$ cat config.mk
export PLATFORM = sky130hd
export DESIGN_NAME = ssp_tx_ctrl
export DESIGN_NICKNAME = d
export VERILOG_FILES = /design/src/rtl/ssp_pkg.sv /design/src/rtl/ssp_clk_div.sv /design/src/rtl/ssp_tx_ctrl.sv
export SDC_FILE = /design/constraint.sdc
export NUM_CORES = 1
export LEC_CHECK = 0
export BUFFER_PORTS_ARGS = -buffer_cell sky130_fd_sc_hd__buf_2
export CAP_MARGIN = 20
export CELL_PAD_IN_SITES_DETAIL_PLACEMENT = 0
export CELL_PAD_IN_SITES_GLOBAL_PLACEMENT = 1
export CORE_AREA = 2 2 65 67
export CTS_CLUSTER_DIAMETER = 200
export CTS_CLUSTER_SIZE = 25
export DETAILED_ROUTE_END_ITERATION = 7
export DIE_AREA = 0 0 67 69
export PLACE_DENSITY_LB_ADDON = 0.25
export SLEW_MARGIN = 20
export SYNTH_ARGS = -nofsm -noshare
export SYNTH_HDL_FRONTEND = slang
export SYNTH_SLANG_ARGS = --single-unit
$ cat constraint.sdc
create_clock -name PCLK -period 5.1 [get_ports PCLK]
set_input_delay 0.765 -clock PCLK [delete_from_list [all_inputs] [get_ports PCLK]]
set_output_delay 0.765 -clock PCLK [all_outputs]
set_load 0.01 [all_outputs]
$ cat src/rtl/ssp_pkg.sv
// Shared defaults and FSM state encoding for the SSP transmit path.
package ssp_pkg;

  localparam int DATA_W_DEF  = 8;
  localparam int CLK_DIV_DEF = 2;

  typedef enum logic [1:0] {
    IDLE  = 2'd0,
    LOAD  = 2'd1,
    FRAME = 2'd2,
    SHIFT = 2'd3
  } ssp_state_t;

endpackage

$ cat src/rtl/ssp_clk_div.sv
// Serial bit-timing divider: half_tick ends each half-bit, bit_tick ends each bit.
// Combinational ticks from registered counters; counts only while en, restarted by restart/clear.
module ssp_clk_div
  import ssp_pkg::*;
#(
  parameter int CLK_DIV = CLK_DIV_DEF
) (
  input  logic clk,
  input  logic clear,
  input  logic restart,
  input  logic en,
  output logic half_tick,
  output logic bit_tick
);

  localparam logic [7:0] LAST = 8'(CLK_DIV - 1);

  logic [7:0] cnt;
  // phase 0 is the high half of the serial clock, phase 1 the low half
  logic       phase;

  assign half_tick = en && (cnt == LAST);
  assign bit_tick  = half_tick && phase;

  always_ff @(posedge clk) begin
    if (clear || restart) begin
      cnt   <= '0;
      phase <= 1'b0;
    end else if (en) begin
      if (cnt == LAST) begin
        cnt   <= '0;
        phase <= ~phase;
      end else begin
        cnt <= cnt + 8'd1;
      end
    end
  end

endmodule

$ cat src/rtl/ssp_tx_ctrl.sv
// SSP transmit controller (TI frame format): pops one FIFO word per frame, shifts it out MSB first.
// Start one cycle after SSE&TX_VALID; frame = 1 + 9*2*CLK_DIV cycles; back-to-back frames with no idle gap.
module ssp_tx_ctrl
  import ssp_pkg::*;
#(
  parameter int DATA_W  = DATA_W_DEF,
  parameter int CLK_DIV = CLK_DIV_DEF
) (
  input  logic              PCLK,
  input  logic              CLEAR,
  input  logic              SSE,
  input  logic              TX_VALID,
  input  logic [DATA_W-1:0] TxDATA,
  output logic              SENT,
  output logic              SSPCLKOUT,
  output logic              SSPFSSOUT,
  output logic              SSPTXD,
  output logic              SSPOE_B,
  output logic              BUSY
);

  localparam int BW = $clog2(DATA_W + 1);

  ssp_state_t        state;
  logic [DATA_W-1:0] shreg;
  logic [BW-1:0]     bit_cnt;
  logic              half_tick;
  logic              bit_tick;
  logic              start;

  assign start = SSE && TX_VALID;

  ssp_clk_div #(
    .CLK_DIV (CLK_DIV)
  ) u_clk_div (
    .clk       (PCLK),
    .clear     (CLEAR),
    .restart   (state == LOAD),
    .en        ((state == FRAME) || (state == SHIFT)),
    .half_tick (half_tick),
    .bit_tick  (bit_tick)
  );

  always_ff @(posedge PCLK) begin
    if (CLEAR) begin
      state     <= IDLE;
      shreg     <= '0;
      bit_cnt   <= '0;
      SENT      <= 1'b0;
      SSPCLKOUT <= 1'b0;
      SSPFSSOUT <= 1'b0;
      SSPTXD    <= 1'b0;
      SSPOE_B   <= 1'b1;
      BUSY      <= 1'b0;
    end else begin
      SENT <= 1'b0;
      case (state)
        IDLE: begin
          if (start) begin
            state <= LOAD;
            SENT  <= 1'b1;
            BUSY  <= 1'b1;
          end
        end
        LOAD: begin
          state     <= FRAME;
          shreg     <= TxDATA;
          SSPCLKOUT <= 1'b1;
          SSPFSSOUT <= 1'b1;
          SSPTXD    <= 1'b0;
          SSPOE_B   <= 1'b0;
        end
        FRAME: begin
          if (bit_tick) begin
            state     <= SHIFT;
            bit_cnt   <= BW'(DATA_W - 1);
            SSPTXD    <= shreg[DATA_W-1];
            shreg     <= shreg << 1;
            SSPFSSOUT <= 1'b0;
            SSPCLKOUT <= 1'b1;
          end else if (half_tick) begin
            SSPCLKOUT <= 1'b0;
          end
        end
        SHIFT: begin
          if (bit_tick) begin
            if (bit_cnt == '0) begin
              // end of bit 0: chain straight into the next word if one is ready
              SSPCLKOUT <= 1'b0;
              SSPTXD    <= 1'b0;
              SSPOE_B   <= 1'b1;
              if (start) begin
                state <= LOAD;
                SENT  <= 1'b1;
              end else begin
                state <= IDLE;
                BUSY  <= 1'b0;
              end
            end else begin
              bit_cnt   <= bit_cnt - 1'b1;
              SSPTXD    <= shreg[DATA_W-1];
              shreg     <= shreg << 1;
              SSPCLKOUT <= 1'b1;
            end
          end else if (half_tick) begin
            SSPCLKOUT <= 1'b0;
          end
        end
        default: state <= IDLE;
      endcase
    end
  end

endmodule

==> metrics.txt <==
die height 69 microns; Clock Tree Buf Depth 2; global-route wire length before repair 5950 microns; Post-Synth Adder-Cell Area 0.0653; post-route DRC violation count 0; Non-Filler Instances 251; post-synth cell types 38; Synth Flop Type dfxtp_1; worst-margin pin slew 0.532 ns; Startpoint Class flip-flop; Initial Utilization 0.392; CP Max Fanout 10; Reg clk slew, reported paths 0.06 ns; mux cell area share after synthesis 0.0131; cell count after synthesis 181; Layout Skew 0.00643 ns; die footprint 4620 sq um; fin area 1740 sq um; largest family of logic cells by synthesized area simple AND/OR/NAND/NOR gates; Post-CTS Setup Inserts 0; FF/Latch Area 581 sq um; switching power share of the total 0.400; placed cell areas 1660 sq um; Starting DRT DRC Count 40; top cells by area, synth dfxtp_1, ha_1, nand2_1; Worst Path Arrival 2.34 ns; Gate power share 0.438; max-cap viol count 0; post-synthesis simple-gate area fraction 0.256; flops & latches, synth 29; Clk network pwr share 0.205; Slew Viols, Final 0; vias in the first global route 1311; critical path type flip-flop to flip-flop; Die X 67 microns; I/O Pins 18; number of gates resized after cts 0; area of the multi-input gates 900 sq um; Overflow after GRT 0; Worst VDD drop 262 uV; P_sw 346 uW; antenna fix cells 0; Hold WS 0.462 ns; YS warnings 0; top-count cell post-synth dfxtp_1; DR vias/cell 5.33; drt pass-1 iters 4; Placed Instances 243; Total Routing Usage GR 0.166; largest net degree at the start of global routing 24; Pwr per Cell Area 496 nW/um^2; Core ar. 3910 sq um; dpl hpwl 2520 microns; mean routed wirelength per cell 13.6 microns; final setup violation count 0; Seq/Total Area, Yosys 0.379; vias 1339; Clk Latency, worst-skew pair 0.28 ns; area grow syn2layout 13.6%; H-tree levels 2; final wirelength 3420 microns; Synth async-reset ratio 0; FMAX 0.451 GHz; CTS tree done; Reg power frac 0.357; Int Pwr 518 uW; post-synth top area share 0.379; Synth top cells by count dfxtp_1, nand2_1, nor2_1, a21oi_1, inv_1; Fillers 399; relative slew slack 0.644; antenna violations before repair 0; crit path time final 2.22 ns; Final Hold Fails 0; Hold Crit Class flip-flop to flip-flop; Worst Setup End Kind flip-flop; Root Driver clkbuf_8; IO buf count 17; GPL Wtd Cong 0.835; TritonCTS buffer count 5; Final ANT Viol Nets 0; compound-gate portion of the synthesized area 0.207; cell accounting for the most synthesized area dfxtp_1; syn_nets 201; synthesized area 1530 sq um; RSZ-0062 raised after global routing no; Sink Count 29; Setup Total Neg Slack 0 ns; outcome completed; XOR/XNOR Fraction of Synth Area 0.0457; Layout Nets 220; syn avg cell area 8.47 sq um; share of cells above drive strength 1 0.169; Post-synth EDFFs 0; LEAKAGE 0.651 nW; # rows 23; fin crit share 0.434; critical path required time 5.22 ns; Hold Buf Count CTS 0
[sequential cells by signal, summed over array words and instances (netlist names), 2 cells and up]
name,count
shreg,8
u_clk_div.cnt,8
bit_cnt,4
state,2
[cells in the final DEF (no fill, tap or decap), types with 2 or more instances in the layout]
| cell | n |
|---|---|
| xnor2_1 | 4 |
| a311oi_1 | 7 |
| xor2_1 | 4 |
| nor2_1 | 21 |
| o21ai_0 | 6 |
| mux2i_1 | 2 |
| nand3_1 | 4 |
| nor4b_2 | 2 |
| inv_1 | 9 |
| nand2b_1 | 2 |
| nand2_1 | 24 |
| ha_1 | 8 |
| buf_2 | 17 |
| clkbuf_1 | 3 |
| nand4_1 | 3 |
| nor2b_1 | 2 |
| dfxtp_1 | 29 |
| o2111ai_1 | 2 |
| o31ai_1 | 2 |
| a21oi_1 | 17 |
| nor3_1 | 5 |
| a211oi_1 | 5 |
| clkbuf_8 | 5 |
| or4b_4 | 2 |
[cell families after synthesis]
| group | after synthesis |
|---|---|
| xor+xnor | 8 |
| compound gates | 46 |
| simple gates | 74 |
| fa+ha+maj | 8 |
| mux | 2 |
| buf+inv | 14 |
| flops | 29 |
[per-stage QoR]
step	total power [mW]	setup WS, ns	util
final	0.864	2.88	0.445
after global routing	0.940	2.66	0.445
after CTS	0.875	2.85	0.445
after detailed placement	0.695	2.86	0.425
after global placement	0.685	3.00	0.425
after floorplan	0.600	3.32	-
[critical path, stage by stage, from the launching register on]
cell	delay, ns
dfxtp_1	0.38
inv_1	0.13
ha_1	0.33
nor2_2	0.41
a21oi_1	0.20
nor3_2	0.44
a311oi_1	0.17
[cell type report]
type	instances	share of cell area
Tap cell	50	0.0359
Clock buffer	8	0.0460
Timing Repair Buffer	17	0.0489
Sequential cell	29	0.333
Multi-Input combinational cell	138	0.517
Inverter	9	0.0194
[worst paths after layout]
check	startpoint	to	slack, ns	depth (start not counted)
worst max-delay path	state[0]	shreg[2]	2.88	6
worst min register to register	BUSY	BUSY	0.46	2
worst max register to register	state[0]	shreg[2]	2.88	6
worst min-delay path	BUSY	BUSY	0.46	2
[power by group through the flow]
stage	Clock (mW)	Sequential (mW)	Combinational, mW
floorplan	0	0.315	0.285
global placement	0	0.312	0.373
detailed placement	0	0.313	0.382
CTS	0.184	0.309	0.382
global route	0.197	0.315	0.429
finish	0.177	0.309	0.378
[metal layers]
metal	share of wire	vias up	GRT usage	wire length, microns
met3	0.039	8	0.0473	135
met5	0	-	0	0
li1	-	686	-	-
met2	0.49	28	0.262	1660
met4	0.020	0	0.0635	70
met1	0.45	617	0.210	1560
No activity file was read; power rests on OpenSTA's default activity.
